**config.mk**
```make
export PLATFORM = sky130hd
export DESIGN_NAME = multu
export DESIGN_NICKNAME = d
export VERILOG_FILES = /design/src/rtl/multu.sv
export SDC_FILE = /design/constraint.sdc
export NUM_CORES = 2
export LEC_CHECK = 0
export BUFFER_PORTS_ARGS = -buffer_cell sky130_fd_sc_hd__clkbuf_2
export CAP_MARGIN = 10
export CORE_MARGIN = 2
export CORE_UTILIZATION = 55
export CTS_CLUSTER_SIZE = 20
export DETAILED_ROUTE_END_ITERATION = 6
export GPL_ROUTABILITY_DRIVEN = 0
export PLACE_DENSITY = 0.75
export SYNTH_ARGS = -nofsm -noshare
export SYNTH_HDL_FRONTEND = slang
export SYNTH_SLANG_ARGS = --single-unit
```
**constraint.sdc**
```tcl
create_clock -name clk -period 0.8 [get_ports clk]
set_input_delay 0.08 -clock clk [delete_from_list [all_inputs] [get_ports clk]]
set_output_delay 0.08 -clock clk [all_outputs]
set_load 0.01 [all_outputs]
```
**src/rtl/multu.sv**
```systemverilog
// 32x32 unsigned multiplier with a single output register.
// Product is formed from 32 shifted partial products reduced by a 5-level
// binary adder tree; everything between a/b and z is combinational, so the
// result appears on z one clock after the operands are captured.
module multu (
  input  logic        clk,
  input  logic        reset,   // active-low, asynchronous
  input  logic [31:0] a,
  input  logic [31:0] b,
  output logic [63:0] z
);

  localparam int unsigned OpW   = 32;
  localparam int unsigned ProdW = 64;

  // Partial products and the adder tree levels (16 -> 8 -> 4 -> 2 -> 1).
  logic [ProdW-1:0] pp     [OpW];
  logic [ProdW-1:0] lvl1   [16];
  logic [ProdW-1:0] lvl2   [8];
  logic [ProdW-1:0] lvl3   [4];
  logic [ProdW-1:0] lvl4   [2];
  logic [ProdW-1:0] prod_d;
  logic [ProdW-1:0] z_q;

  // Zero-extended multiplicand so shifts never lose upper bits.
  logic [ProdW-1:0] a_ext;
  assign a_ext = {{(ProdW - OpW){1'b0}}, a};

  // Gate the shifted multiplicand with each multiplier bit.
  always_comb begin
    for (int i = 0; i < OpW; i++) begin
      pp[i] = b[i] ? (a_ext << i) : '0;
    end
  end

  // Tree level 1: 32 partial products into 16 sums.
  always_comb begin
    for (int i = 0; i < 16; i++) begin
      lvl1[i] = pp[2*i] + pp[2*i+1];
    end
  end

  // Tree level 2: 16 into 8.
  always_comb begin
    for (int i = 0; i < 8; i++) begin
      lvl2[i] = lvl1[2*i] + lvl1[2*i+1];
    end
  end

  // Tree level 3: 8 into 4.
  always_comb begin
    for (int i = 0; i < 4; i++) begin
      lvl3[i] = lvl2[2*i] + lvl2[2*i+1];
    end
  end

  // Tree level 4: 4 into 2.
  always_comb begin
    for (int i = 0; i < 2; i++) begin
      lvl4[i] = lvl3[2*i] + lvl3[2*i+1];
    end
  end

  // Final level: full 64-bit product, no carry dropped.
  always_comb begin
    prod_d = lvl4[0] + lvl4[1];
  end

  // Output register; reset clears any in-flight product immediately.
  always_ff @(posedge clk or negedge reset) begin
    if (!reset) begin
      z_q <= '0;
    end else begin
      z_q <= prod_d;
    end
  end

  assign z = z_q;

endmodule

```
==> out/metrics.yaml, run 1 <==
start_util: 0.557
htreeDepth: 3
grt_max_degree: 32
synth_fp_nets: 6223
clock-root-buffer: "clkbuf_16"
overflow: 2
outcome: "did not finish"
worst_endpoint: "z[61]$_DFF_PN0_/D"
clock-sinks: 64
synth_area_sq_um: 41600
dp.cells: 7026
port_buffers: 129
yosysWarnings: 0
synth-edff-count: 0
yosysTopAreaCell: "fa_1"
synth_ff_type: "dfrtp_1"
synthTopCellsByCount: "and2_1 (714), inv_1 (653), fa_1 (641)"
synth.most_common_cell: "and2_1"
io_pins: 130
core.rowCount: 100
chipWidth_um: 279
synthArstFlopShare: 1.00
synth_top_cell_area_share: 0.308
avgSynthCellArea_sq_um: 8.31
numCtsBuffers: 9
dp_hpwl_um: 119000
yosysSeqAreaShare: 0.0385
worstEpCategory: "register input"
synth_cell_types: 74
clockBufferDepth: 2
tool.error: "[ERROR GRT-0232] Routing congestion too high. Check the congestion heatmap in the GUI."
grtUsageTotal: 0.551
fp.dieH_um: 279
netlist_top_cells_area: "fa_1 (31%), ha_1 (15%), and2_1 (11%)"
stop_stage: "global routing (5_1_grt)"
synth-seq-cells: 64
netlist_instances: 5006
## stage by stage
step,cell area [sq um],TNS [ns],setup WS [ns],util,hold WS (ns)
floorplan,43300,-340.10,-7.20,-,-0.216
global placement,53000,-397.54,-8.05,0.710,0.0385
detailed placement,53000,-402.59,-8.13,0.710,0.0431
CTS,55900,-380.37,-7.53,0.748,0.213
## repair_timing
action,in CTS
resized for setup,370
buffers inserted,146
pin swaps,244
setup endpoints to repair,127
hold buffers,1
hold endpoints to repair,30
gates cloned,1
## metal layers
layer | global-route usage | GRT overflow
met5 | 0.233 | 0
met4 | 0.504 | 1
met3 | 0.390 | 0
met2 | 0.729 | 1
met1 | 0.552 | 0
## logic make-up after synthesis
family                     share of synthesized area
AOI/OAI and AO/OA                              0.149
xor gates and xnor gates                      0.0665
adders and majority gates                      0.462
buffers and inverters                         0.0804
DFF                                           0.0385
and+or+nand+nor                                0.204
==> inputs of run 2 (changes only) <==
- CORE_UTILIZATION: 55 -> 40
- CTS_CLUSTER_SIZE: 20 -> not set
- PLACE_DENSITY: 0.75 -> not set
- PLACE_DENSITY_LB_ADDON: not set -> 0.15
- clock period: 0.8 -> 1 ns (I/O delays scaled with it)
==> run 2 against run 1 <==
The flow now finishes, with violations (negative setup slack). Synthesized cell count unchanged. Synthesized area unchanged.
==> out/metrics.yaml, run 2 <==
outcome: "finished with violations"
violations: "negative setup slack"
yosysTopAreaCell: "fa_1"
htreeDepth: 3
required_ns: 1.23
slew_headroom: 0.648
grtUsageTotal: 0.278
viasPerCell: 5.15
wire_per_inst_um: 19.4
synth-edff-count: 0
netlist_instances: 5006
hold_class: "in -> async"
setup_viol: 66
synth.most_common_cell: "and2_1"
ant_nets: 0
totalWireLength_um: 147000
start_kind: "input pin"
numCtsBuffers: 9
crit_top_cell: "fa_1"
slowest_delay_ns: 0.60
synthTopCellsByCount: "and2_1 (714), inv_1 (653), fa_1 (641)"
grt_max_degree: 65
grt_pass1_wl_um: 230000
grt_setup_unrepaired: "yes"
clockBufferDepth: 2
dp_hpwl_um: 125000
fin_util: 0.550
crit_fanout: 6
cts_tree: "built"
nets: 7413
synth_fp_nets: 6223
yosysSeqAreaShare: 0.0385
clk_pin_slew_ns: 0.06
worst_hold_slack_ns: 0.287
drcViolationCount: 0
overflow: 0
synth_area_sq_um: 41600
core.rowCount: 118
fin_area_sq_um: 56800
yosysWarnings: 0
netlist_top_cells_area: "fa_1 (31%), ha_1 (15%), and2_1 (11%)"
clock-root-buffer: "clkbuf_16"
fmax_mhz: 118
path_class: "in -> reg"
place_area_sq_um: 54000
worstMarginPinSlew_ns: 0.524
clock-sinks: 64
drtIter0Drc: 2100
cap_viol_max_count: 0
fp.dieH_um: 327
io_pins: 130
vias: 39000
period_needed_ns: 8.51
synth_ff_type: "dfrtp_1"
drive_gt1_frac: 0.308
firstDrtPassIters: 7
largest_reg_flops: 64
final_hold_viol_count: 0
final-max-slew-violation-count: 0
tns_ns: -358.28
synth-seq-cells: 64
area_growth_pct: 36.6
most-common-layout-cells: "buf_4 (1199), and2_1 (695), inv_1 (621)"
antenna_found_initial: 6
period_share: 8.51
avgSynthCellArea_sq_um: 8.31
cp_data_arrival_time_ns: 8.74
endpoint_kind: "register"
synth_top_cell_area_share: 0.308
cpMaxStageDelayCell: "fa_1"
port_buffers: 129
fp.coreArea_sq_um: 103000
chipWidth_um: 327
layout_setup_ws_ns: -7.51
layout.cells.most_common: "buf_4"
synth_cell_types: 74
grt_pass1_vias: 41000
synthArstFlopShare: 1.00
start_util: 0.403
dieArea_sq_um: 107000
==> run 2: cell counts after synthesis <==
No cell type changed its count.
==> run 2: layer usage <==
metal	track usage	wire length, um	up-vias
met1	0.341	60200	19300
met3	0.0231	5670	274
met5	0	0	-
li1	-	-	18600
met2	0.499	73200	882
met4	0.121	8010	0
==> run 2: timing repair <==
action,in CTS,in global routing
buffers inserted,49,20
gates resized for setup,247,173
hold buffers,1,0
gates cloned,3,1
pin swaps,158,124
endpoints found under the setup margin,71,73
hold endpoints to repair,64,0
==> run 2: per-stage QoR <==
step,setup slack [ns],std cells
after detailed placement,-8.11,7498
after floorplan,-7.02,5006
after CTS,-7.60,7564
after global placement,-8.02,7498
final,-7.51,7585
after global routing,-7.74,7581
==> run 2: logic make-up (layout without fill, tap and decap cells) <==
| group | after synthesis | in the layout | synth area share |
|---|---|---|---|
| AO/OA/AOI/OAI | 964 | 964 | 0.149 |
| XOR/XNOR | 316 | 316 | 0.0665 |
| adder cells (fa/ha/maj) | 1151 | 1151 | 0.462 |
| buffers and inverters | 888 | 2083 | 0.0804 |
| flip-flops | 64 | 64 | 0.0385 |
| other | 0 | 4 | 0 |
| AND/OR/NAND/NOR | 1623 | 1623 | 0.204 |
==> run 2: worst max path at each step <==
stage,start,end,slack (ns),cells after the start
6_report,b[9],z[63]$_DFF_PN0_,-7.51,40
5_1_grt,b[13],z[61]$_DFF_PN0_,-7.74,37
4_1_cts,b[9],z[61]$_DFF_PN0_,-7.60,38
3_5_place_dp,b[9],z[61]$_DFF_PN0_,-8.11,35
3_3_place_gp,b[9],z[61]$_DFF_PN0_,-8.02,35
2_1_floorplan,b[8],z[61]$_DFF_PN0_,-7.02,32
==> run 2: critical path: cells and delay by family <==
family	cells	cell delay, ns
adder cells (fa/ha/maj)	9	4.10
AO/OA/AOI/OAI	14	2.50
buffers and inverters	11	1.02
AND/OR/NAND/NOR	4	0.72
XOR/XNOR	2	0.28
==> run 2: layout make-up <==
type	count	area, sq um
well taps	1380	1730
flip-flops and latches	64	1600
repair buffers	1414	11200
clock buffers	10	239
multi-input cells	4054	39500
fillers	9600	46500
inverters	653	2450
clock inverters	6	92.6
diodes	4	10.0
Power of run 2 is left out: the tool's default activity adds up to more than one toggle a clock period on the data nets, which glitch-free logic cannot reach.
